--- config.mk ---
export PLATFORM = sky130hd
export DESIGN_NAME = vram_arbiter
export DESIGN_NICKNAME = d
export VERILOG_FILES = /design/src/rtl/vram_arbiter.sv
export SDC_FILE = /design/constraint.sdc
export NUM_CORES = 1
export LEC_CHECK = 0
export CORE_UTILIZATION = 35
export CTS_CLUSTER_DIAMETER = 60
export DETAILED_ROUTE_END_ITERATION = 8
export PLACE_DENSITY_LB_ADDON = 0.05
export SKIP_CTS_REPAIR_TIMING = 1
export SLEW_MARGIN = 20
export SYNTH_ARGS = -nofsm -noshare
export SYNTH_HDL_FRONTEND = slang
export SYNTH_SLANG_ARGS = --single-unit
--- constraint.sdc ---
create_clock -name clk -period 2.05 [get_ports clk]
set_input_delay 0.615 -clock clk [delete_from_list [all_inputs] [get_ports clk]]
set_output_delay 0.615 -clock clk [all_outputs]
set_load 0.02 [all_outputs]
--- src/rtl/vram_arbiter.sv ---
// vram_arbiter
// Two-client arbiter and byte-lane adapter in front of the 16Kx16 single-port
// VRAM macro. A 16-bit video read port and an 8-bit CPU byte port share the
// macro. The CPU side has a one-entry request buffer, so the CPU strobe is
// only one cycle wide. A small return pipeline routes each one-cycle-late read
// word back to the client that issued it.
//
// Configuration macro: VRAM_ARB_STARVE_GUARD_EN
//   defined   -> a pending CPU access overrides video after STARVE_LIMIT
//                consecutive denied cycles
//   undefined -> video has strict priority and STARVE_LIMIT has no effect
//
// Ports
//   clk, rst            single clock, synchronous active-high reset
//   vid_req/vid_addr    video read request (level) and word address
//   vid_ack             video grant this cycle (combinational)
//   vid_rdata/vid_rvalid  video read return, one cycle after vid_ack
//   cpu_req/cpu_addr/cpu_we/cpu_wdata  one-cycle CPU byte access strobe
//   cpu_busy            buffer cannot take cpu_req this cycle (combinational)
//   cpu_rdata/cpu_rvalid  CPU read byte return
//   ram_ad/ram_di/ram_maskwe/ram_we/ram_cs  macro drive, ram_do macro read data
module vram_arbiter #(
  parameter int unsigned STARVE_LIMIT = 4
) (
  input  logic        clk,
  input  logic        rst,
  input  logic        vid_req,
  input  logic [13:0] vid_addr,
  output logic        vid_ack,
  output logic [15:0] vid_rdata,
  output logic        vid_rvalid,
  input  logic        cpu_req,
  input  logic [14:0] cpu_addr,
  input  logic        cpu_we,
  input  logic [7:0]  cpu_wdata,
  output logic        cpu_busy,
  output logic [7:0]  cpu_rdata,
  output logic        cpu_rvalid,
  output logic [13:0] ram_ad,
  output logic [15:0] ram_di,
  output logic [3:0]  ram_maskwe,
  output logic        ram_we,
  output logic        ram_cs,
  input  logic [15:0] ram_do
);

  // Nibble write mask for a byte lane: lane 1 is the high byte.
  function automatic logic [3:0] lane_mask(input logic lane);
    logic [3:0] mask;
    if (lane) begin
      mask = 4'b1100;
    end else begin
      mask = 4'b0011;
    end
    return mask;
  endfunction

  // Byte of a macro word selected by the byte lane.
  function automatic logic [7:0] lane_byte(input logic lane, input logic [15:0] word);
    logic [7:0] b;
    if (lane) begin
      b = word[15:8];
    end else begin
      b = word[7:0];
    end
    return b;
  endfunction

  logic        buf_valid_r;
  logic [14:0] buf_addr_r;
  logic        buf_we_r;
  logic [7:0]  buf_data_r;
  logic        vid_rd_r;
  logic        cpu_rd_r;
  logic        lane_r;
  logic        cpu_grant_s;
  logic        vid_grant_s;
  logic        cpu_busy_s;
  logic        buf_load_s;

`ifdef VRAM_ARB_STARVE_GUARD_EN
  localparam logic [3:0] STARVE_LIMIT_C = 4'(STARVE_LIMIT);
  logic [3:0] starve_cnt_r;
`else
  // The limit only matters with the guard; this empty block keeps it referenced.
  if (STARVE_LIMIT == 0) begin : g_limit_unused
  end
`endif

  // Grant decision. Reset suppresses all macro traffic, even with requests held.
  always_comb begin
    cpu_grant_s = 1'b0;
    vid_grant_s = 1'b0;
    if (rst) begin
      cpu_grant_s = 1'b0;
      vid_grant_s = 1'b0;
    end else begin
`ifdef VRAM_ARB_STARVE_GUARD_EN
      cpu_grant_s = buf_valid_r & (~vid_req | (starve_cnt_r >= STARVE_LIMIT_C));
`else
      cpu_grant_s = buf_valid_r & ~vid_req;
`endif
      vid_grant_s = vid_req & ~cpu_grant_s;
    end
  end

  // The buffer frees up in the cycle its entry is granted, so a new strobe
  // can load back to back with no bubble.
  assign cpu_busy_s = buf_valid_r & ~cpu_grant_s;
  assign buf_load_s = cpu_req & ~cpu_busy_s;
  assign cpu_busy   = cpu_busy_s;
  assign vid_ack    = vid_grant_s;

  // Macro pin drive for the granted client; idle pins are all zero.
  always_comb begin
    ram_cs     = 1'b0;
    ram_we     = 1'b0;
    ram_ad     = 14'h0000;
    ram_di     = 16'h0000;
    ram_maskwe = 4'b0000;
    if (cpu_grant_s) begin
      ram_cs     = 1'b1;
      ram_we     = buf_we_r;
      ram_ad     = buf_addr_r[14:1];
      ram_di     = {buf_data_r, buf_data_r};
      ram_maskwe = lane_mask(buf_addr_r[0]);
    end else if (vid_grant_s) begin
      ram_cs     = 1'b1;
      ram_ad     = vid_addr;
    end else begin
      ram_cs     = 1'b0;
    end
  end

  // One-entry CPU request buffer.
  always_ff @(posedge clk) begin
    if (rst) begin
      buf_valid_r <= 1'b0;
      buf_addr_r  <= 15'h0000;
      buf_we_r    <= 1'b0;
      buf_data_r  <= 8'h00;
    end else if (buf_load_s) begin
      buf_valid_r <= 1'b1;
      buf_addr_r  <= cpu_addr;
      buf_we_r    <= cpu_we;
      buf_data_r  <= cpu_wdata;
    end else if (cpu_grant_s) begin
      buf_valid_r <= 1'b0;
    end else begin
      buf_valid_r <= buf_valid_r;
    end
  end

`ifdef VRAM_ARB_STARVE_GUARD_EN
  // Counts consecutive cycles a buffered CPU access lost to video, saturating at the limit.
  always_ff @(posedge clk) begin
    if (rst) begin
      starve_cnt_r <= 4'h0;
    end else if (buf_valid_r & ~cpu_grant_s) begin
      if (starve_cnt_r >= STARVE_LIMIT_C) begin
        starve_cnt_r <= STARVE_LIMIT_C;
      end else begin
        starve_cnt_r <= starve_cnt_r + 4'h1;
      end
    end else begin
      starve_cnt_r <= 4'h0;
    end
  end
`endif

  // Return pipeline: remembers who owns next cycle's ram_do. Writes return nothing.
  always_ff @(posedge clk) begin
    if (rst) begin
      vid_rd_r <= 1'b0;
      cpu_rd_r <= 1'b0;
      lane_r   <= 1'b0;
    end else begin
      vid_rd_r <= vid_grant_s;
      cpu_rd_r <= cpu_grant_s & ~buf_we_r;
      lane_r   <= buf_addr_r[0];
    end
  end

  // Read returns, masked while reset is held so an in-flight read never surfaces.
  always_comb begin
    vid_rvalid = vid_rd_r & ~rst;
    cpu_rvalid = cpu_rd_r & ~rst;
    if (vid_rvalid) begin
      vid_rdata = ram_do;
    end else begin
      vid_rdata = 16'h0000;
    end
    if (cpu_rvalid) begin
      cpu_rdata = lane_byte(lane_r, ram_do);
    end else begin
      cpu_rdata = 8'h00;
    end
  end

endmodule

==> results of run 1 <==
cells in the mapped netlist:
library cell / count
clkbuf_1: 6
clkbuf_2: 1
a21oi_1: 15
buf_4: 13
nand3b_1: 14
nor2b_1: 6
mux2_2: 1
and2_1: 26
a21boi_2: 1
nand2_1: 14
o21a_1: 1
dfxtp_1: 28
mux2i_1: 31
nand2b_1: 47
nor3b_2: 1
buf_2: 4
inv_2: 1
buf_6: 4
buf_12: 2
nor2_1: 11
nor2b_2: 1
stage by stage:
step	hold WS (ps)	setup TNS (ps)
6_report	450.1	0
5_1_grt	474.0	-110.2
3_3_place_gp	424.8	-40000
3_5_place_dp	436.4	-40870
2_1_floorplan	406.7	-104.8
4_1_cts	452.1	-41100
registers in the layout, indices dropped and copies added, names as in the netlist:
name and flops:
lane_r 1, buf_we_r 1, buf_data_r 8, buf_valid_r 1
cpu_rd_r 1, buf_addr_r 15, vid_rd_r 1
cell usage in the layout, fill, tap and decap left out, types with 2 or more instances in the layout:
cell type and count:
nand2b_1 46, nand2_1 12, and2_1 17, nor2b_1 5
mux2i_1 31, clkbuf_2 4, and2_4 9, a21oi_2 8
nand3b_1 14, dlymetal6s2s_1 38, clkbuf_8 4, a21oi_1 7
nor2_1 11, nand2_2 2, buf_6 25, buf_4 29
dfxtp_1 27, buf_2 2, clkdlybuf4s50_1 36
power groups by stage:
stage	Sequential (mW)	Clock (mW)	Combinational, mW
global route	0.605	0.377	0.432
CTS	0.599	0.349	0.401
floorplan	0.603	0	0.214
detailed placement	0.611	0	0.399
finish	0.600	0.338	0.401
global placement	0.611	0	0.395
final cells by class:
| cell class | instances | area [µm²] |
|---|---|---|
| Inverter | 1 | 3.754 |
| Tap cell | 70 | 87.58 |
| Fill cell | 467 | 1886 |
| Timing Repair Buffer | 136 | 1400 |
| Clock buffer | 4 | 55.05 |
| Multi-Input combinational cell | 169 | 1211 |
| Sequential cell | 28 | 561.8 |
worst max path at each step:
stage                startpoint             to  slack (ps)  cells after the start
global placement        vid_req     ram_di[13]        -820                      5
floorplan               vid_req     ram_di[10]         -10                      5
detailed placement      vid_req  ram_maskwe[1]        -850                      5
global route        vid_addr[6]      ram_ad[6]         -50                      4
CTS                     vid_req  ram_maskwe[1]        -850                      5
finish                      rst  vid_rdata[10]          20                      5
logic make-up after synthesis:
group                  after synthesis
flip-flops                          28
buffers and inverters               31
AO/OA/AOI/OAI                       17
multiplexers                        32
AND/OR/NAND/NOR                    120
metal layers:
metal	wire length [µm]	up-vias
met1	2380	813
met2	2316	70
met4	25	0
met5	0	-
met3	352	2
li1	-	945
==> impl_metrics.csv, run 1 <==
group,metric,value,unit
outcome,status,"finished clean",
logic_synthesis,synthesis.nets,286,
power_and_ir_drop,power_frac_clock,25.3,%
logic_synthesis,yosys-mux-area-fraction,16.71,%
grt,busiest_layer,"met2",
sta,rsz0062_at_grt,"true",
worst_setup_path,r2r-start,"buf_valid_r$_SDFFE_PP0P_",
worst_setup_path,cp_top_family,"buffers and inverters",
worst_setup_path,cp_num_buf_inv,3,
power_and_ir_drop,vdd_ir_drop_max,0.0002520,V
grt,use_met1,20.19,%
clock_network,path_clk_slew,90,ps
grt,grtUsageMet3,3.952,%
floorplanning,ios,122,
grt,overflow,0,
logic_synthesis,syn_area_per_cell,8.440,µm²
power_and_ir_drop,p_switching,354.6,µW
logic_synthesis,yosysSeqAreaShare,29.13,%
grt,grt_usage,15.34,%
finish,fin_util,63.77,%
placement,io_buffers,121,
grt,grt_pass1_wl,7.486,mm
finish,area_growth,72.50,%
clock_network,clk_latency,270,ps
finish,nets,397,
sta,tightest_slew,286.6,ps
power_and_ir_drop,netSwitchingFraction,26.48,%
power_and_ir_drop,powerDensity,403.4,nW/µm²
floorplanning,dieWidth,76.15,µm
worst_setup_path,r2r_end,"buf_addr_r[8]$_SDFFE_PP0P_",
sta,period_needed,2034,ps
clock_network,cts_max_path_buffers,2,
hold_path,worstHoldPathCells,1,
logic_synthesis,yosys.area.top_type,"dfxtp_1",
sta,relSlewSlack,80.89,%
detailed_routing,dr.pass1.iters,3,
clock_network,numCtsBuffers,3,
worst_setup_path,endpoint_kind,"output port",
detailed_routing,wirelength,5.075,mm
detailed_routing,drt_iter0_markers,26,
logic_synthesis,synthXorXnorAreaFrac,0,%
sta,clock-skew-final,1.570,ps
finish,drive_above_1_share,27.51,%
logic_synthesis,synth_fa_ha_area_share,0,%
worst_setup_path,critical_path_arrival,1420,ps
floorplanning,die_area,5799,µm²
floorplanning,initial_core_util,36.97,%
logic_synthesis,synthCells,228,
logic_synthesis,synth_top_family_by_area,"simple AND/OR/NAND/NOR gates",
clock_network,cts_root_buffer,"clkbuf_8",
detailed_routing,num_vias,1830,
sta,fin_crit_sh,99.21,%
job,maxCapViolCount,0,
worst_setup_path,cp-start-kind,"input pin",
placement,placed_cell_area,3119,µm²
sta,setup_viol_count_final,0,
power_and_ir_drop,p_seq_share,44.8,%
placement,dp.cells,402,
finish,fin_area,3319,µm²
detailed_routing,antenna_left,0,
floorplanning,rows,26,
power_and_ir_drop,combPwrFrac,29.9,%
grt,antenna_found_initial,0,
logic_synthesis,synth_compound_area_share,4.876,%
worst_setup_path,path_max_fanout,17,
floorplanning,fp.dieH,76.15,µm
grt,met2_usage,25.09,%
worst_setup_path,slowest_stage,"dlymetal6s2s_1",
worst_setup_path,cpPeakStageDelay,250,ps
hold_path,hold_path_end,"cpu_rd_r$_SDFF_PP0_",
logic_synthesis,yosys_warnings,0,
logic_synthesis,netlist_area,1924,µm²
clock_network,cts_tree,"done",
sta,hold_violations,0,
hold_path,min_path_type,"reg -> reg",
sta,finalWorstSetupSlack,16.16,ps
clock_network,cts.sinks,28,
power_and_ir_drop,fin_total_pwr,1.339,mW
logic_synthesis,synth_top_area_share,29.13,%
placement,place_congestion,0.7137,
power_and_ir_drop,leakage,1.842,nW
logic_synthesis,synth-seq-cells,28,
hold_path,holdCritStartpoint,"buf_we_r$_SDFFE_PP0P_",
clock_network,cts.htree.levels,1,
finish,n_antenna_cell,0,
detailed_routing,routedWlPerCell,12.44,µm
grt,grt_max_degree,36,
sta,fmax,491.7,MHz
grt,grt_pass1_vias,1632,
floorplanning,coreArea,5205,µm²
worst_setup_path,reg2reg_depth,4,
power_and_ir_drop,intPower,984.5,µW
placement,pre_cts_slack,-849.3,ps
logic_synthesis,synth_cell_type_count,21,
sta,final_max_slew_viol_count,0,
placement,hpwlAfterDp,3.453,mm
detailed_routing,drc,0,
worst_setup_path,cp_cell_sequence,"buf_8 > nor2b_2 > buf_12 > and2_1 > dlymetal6s2s_1",
detailed_routing,vias_per_cell,4.485,
logic_synthesis,ys_top_cells_by_area,"dfxtp_1 (29%), mux2i_1 (16%), nand2b_1 (15%)",
worst_setup_path,regToRegSetupSlack,820,ps
finish,instances_no_fill,408,
worst_setup_path,cp.required,1430,ps
logic_synthesis,synthSimpleGateAreaFrac,37.13,%
worst_setup_path,worstSetupPathType,"in -> out",
No activity file was read; power rests on OpenSTA's default activity.
==> inputs of run 2 (changes only) <==
--- a/config.mk
+++ b/config.mk
@@ -5,6 +5,7 @@
 export SDC_FILE = /design/constraint.sdc
 export NUM_CORES = 1
 export LEC_CHECK = 0
+export CORE_MARGIN = 8
 export CORE_UTILIZATION = 35
 export CTS_CLUSTER_DIAMETER = 60
 export DETAILED_ROUTE_END_ITERATION = 8
==> run 2 against run 1 <==
  * The flow now finishes with violations (negative setup slack)
  * Sequential share of layout area decreased by 0.34 points
  * Combinational power increased by 5.5%
  * Non-clock buffer count increased by 3
  * Maximum frequency decreased by 6.1%
  * Global-route usage decreased by 2.2 points
  * Critical path type unchanged
==> impl_metrics.csv, run 2 (synthesis results as in run 1) <==
group,metric,value,unit
worst_setup_path,regToRegSetupSlack,660,ps
finish,largest_register,"buf_addr_r",
clock_network,cts_root_buffer,"clkbuf_8",
hold_path,min_path_type,"reg -> reg",
sta,hold_violations,0,
grt,grt_usage,13.09,%
grt,grt_pass1_wl,9.087,mm
floorplanning,rows,27,
power_and_ir_drop,powerDensity,387.8,nW/µm²
job,maxCapViolCount,0,
worst_setup_path,crit_top_cell,"buf_12",
worst_setup_path,cpPeakStageDelay,250,ps
finish,fill_cells,480,
clock_network,path_clk_slew,90,ps
sta,period_needed,2167,ps
sta,clock-skew-final,0.9718,ps
placement,placed_cell_area,3149,µm²
finish,drive_above_1_share,30.88,%
finish,instances_no_fill,412,
clock_network,clk_latency,270,ps
sta,fin_crit_sh,105.7,%
placement,dp.cells,406,
power_and_ir_drop,vdd_ir_drop_max,0.0003259,V
floorplanning,die_area,8127,µm²
clock_network,numCtsBuffers,3,
sta,setup_viol_count_final,21,
detailed_routing,drc,0,
clock_network,cts.htree.levels,1,
detailed_routing,routedWlPerCell,14.64,µm
worst_setup_path,worstSetupPathType,"in -> out",
floorplanning,coreArea,5405,µm²
floorplanning,initial_core_util,35.60,%
sta,tightest_slew,285.6,ps
detailed_routing,antenna_left,0,
worst_setup_path,cp_cell_sequence,"buf_12 > buf_12 > nor3b_4 > buf_6 > nor2b_4 > buf_4",
floorplanning,fp.dieH,90.15,µm
outcome,status,"finished with violations",
sta,relSlewSlack,80.96,%
finish,n_antenna_cell,0,
sta,final_max_slew_viol_count,0,
sta,hold_ws,460.0,ps
grt,overflow,0,
floorplanning,dieWidth,90.15,µm
clock_network,cts_max_path_buffers,2,
finish,largest_register_ffs,15,
placement,hpwlAfterDp,4.432,mm
grt,grt_pass1_vias,1801,
finish,area_growth,76.01,%
worst_setup_path,critical_path_arrival,1550,ps
finish,final_cell_mix,"nand2b_1 (47), clkdlybuf4s50_1 (37), dlymetal6s2s_1 (33)",
clock_network,cts.sinks,28,
placement,place_congestion,0.7562,
floorplanning,ios,122,
worst_setup_path,cp_top_family,"buffers and inverters",
outcome,violations,"negative setup slack",
worst_setup_path,cp-start-kind,"input pin",
worst_setup_path,slowest_stage,"nor3b_4",
placement,io_buffers,121,
worst_setup_path,cp_num_buf_inv,4,
sta,finalWorstSetupSlack,-117.0,ps
grt,antenna_found_initial,0,
power_and_ir_drop,leakage,1.806,nW
sta,rsz0062_at_grt,"true",
detailed_routing,num_vias,1826,
detailed_routing,wirelength,6.033,mm
detailed_routing,drt_iter0_markers,37,
finish,largestRegisters,"buf_addr_r (15), buf_data_r (8)",
sta,fmax,461.5,MHz
detailed_routing,vias_per_cell,4.432,
worst_setup_path,cp.required,1430,ps
grt,grt_max_degree,35,
finish,nets,400,
clock_network,cts_tree,"done",
finish,fin_area,3387,µm²
worst_setup_path,endpoint_kind,"output port",
detailed_routing,dr.pass1.iters,4,
finish,layout_commonest_cell,"nand2b_1",
worst_setup_path,path_max_fanout,6,
==> run 2: cell count changes in the layout (fill, tap and decap cells not counted), moves of 3 or more <==
cell,previous run,this run
nor2_2,0,3
nor2_1,11,8
buf_6,25,28
a21oi_1,7,3
a21oi_2,8,12
buf_12,1,4
dlymetal6s2s_1,38,33
==> run 2: power breakdown <==
| group | switching [mW] | total [mW] | internal (mW) |
|---|---|---|---|
| sequential | 0.0215 | 0.600 | 0.579 |
| combinational | 0.175 | 0.423 | 0.249 |
| clock | 0.158 | 0.290 | 0.132 |
==> run 2: worst paths after layout <==
path,depth (start not counted),startpoint,to
hold / removal,1,buf_we_r$_SDFFE_PP0P_,cpu_rd_r$_SDFF_PP0_
hold reg to reg,1,buf_we_r$_SDFFE_PP0P_,cpu_rd_r$_SDFF_PP0_
setup reg to reg,5,buf_valid_r$_SDFFE_PP0P_,buf_data_r[0]$_SDFFE_PP0P_
setup / recovery,6,rst,ram_maskwe[0]
==> run 2: through the flow <==
stage / total power, mW / setup slack, ps / TNS (ps) / util [%]
after floorplan: 0.8170 / -11.65 / -104.8 / -
after global placement: 1.017 / -811.2 / -39590 / 58.26
after detailed placement: 1.021 / -834.4 / -40420 / 58.26
after CTS: 1.313 / -832.9 / -40390 / 59.03
after global routing: 1.383 / -164.0 / -2621 / 62.66
final: 1.313 / -117.0 / -1764 / 62.66
==> run 2: layout make-up <==
type / instances / area, µm² / area share, %
Inverter: 1 / 3.754 / 0.1108
Timing Repair Buffer: 139 / 1459 / 43.07
Tap cell: 72 / 90.09 / 2.660
Clock buffer: 3 / 41.29 / 1.219
Multi-Input combinational cell: 169 / 1231 / 36.35
Sequential cell: 28 / 561.8 / 16.59
==> run 2: worst reg2reg max path, stage by stage (launching register included) <==
cell	delay (ps)
dfxtp_1	340
buf_4	190
buf_4	160
a21boi_4	210
buf_12	210
mux2i_1	200
==> run 2: routing by layer <==
| layer | up-vias | part of all wire [%] | wire (µm) | track usage [%] |
|---|---|---|---|---|
| met5 | - | 0 | 0 | 0 |
| met4 | 0 | 0.41 | 25 | 2.080 |
| met3 | 2 | 6.4 | 385 | 4.489 |
| met2 | 65 | 48 | 2892 | 22.88 |
| met1 | 812 | 45 | 2730 | 15.22 |
| li1 | 947 | - | - | - |
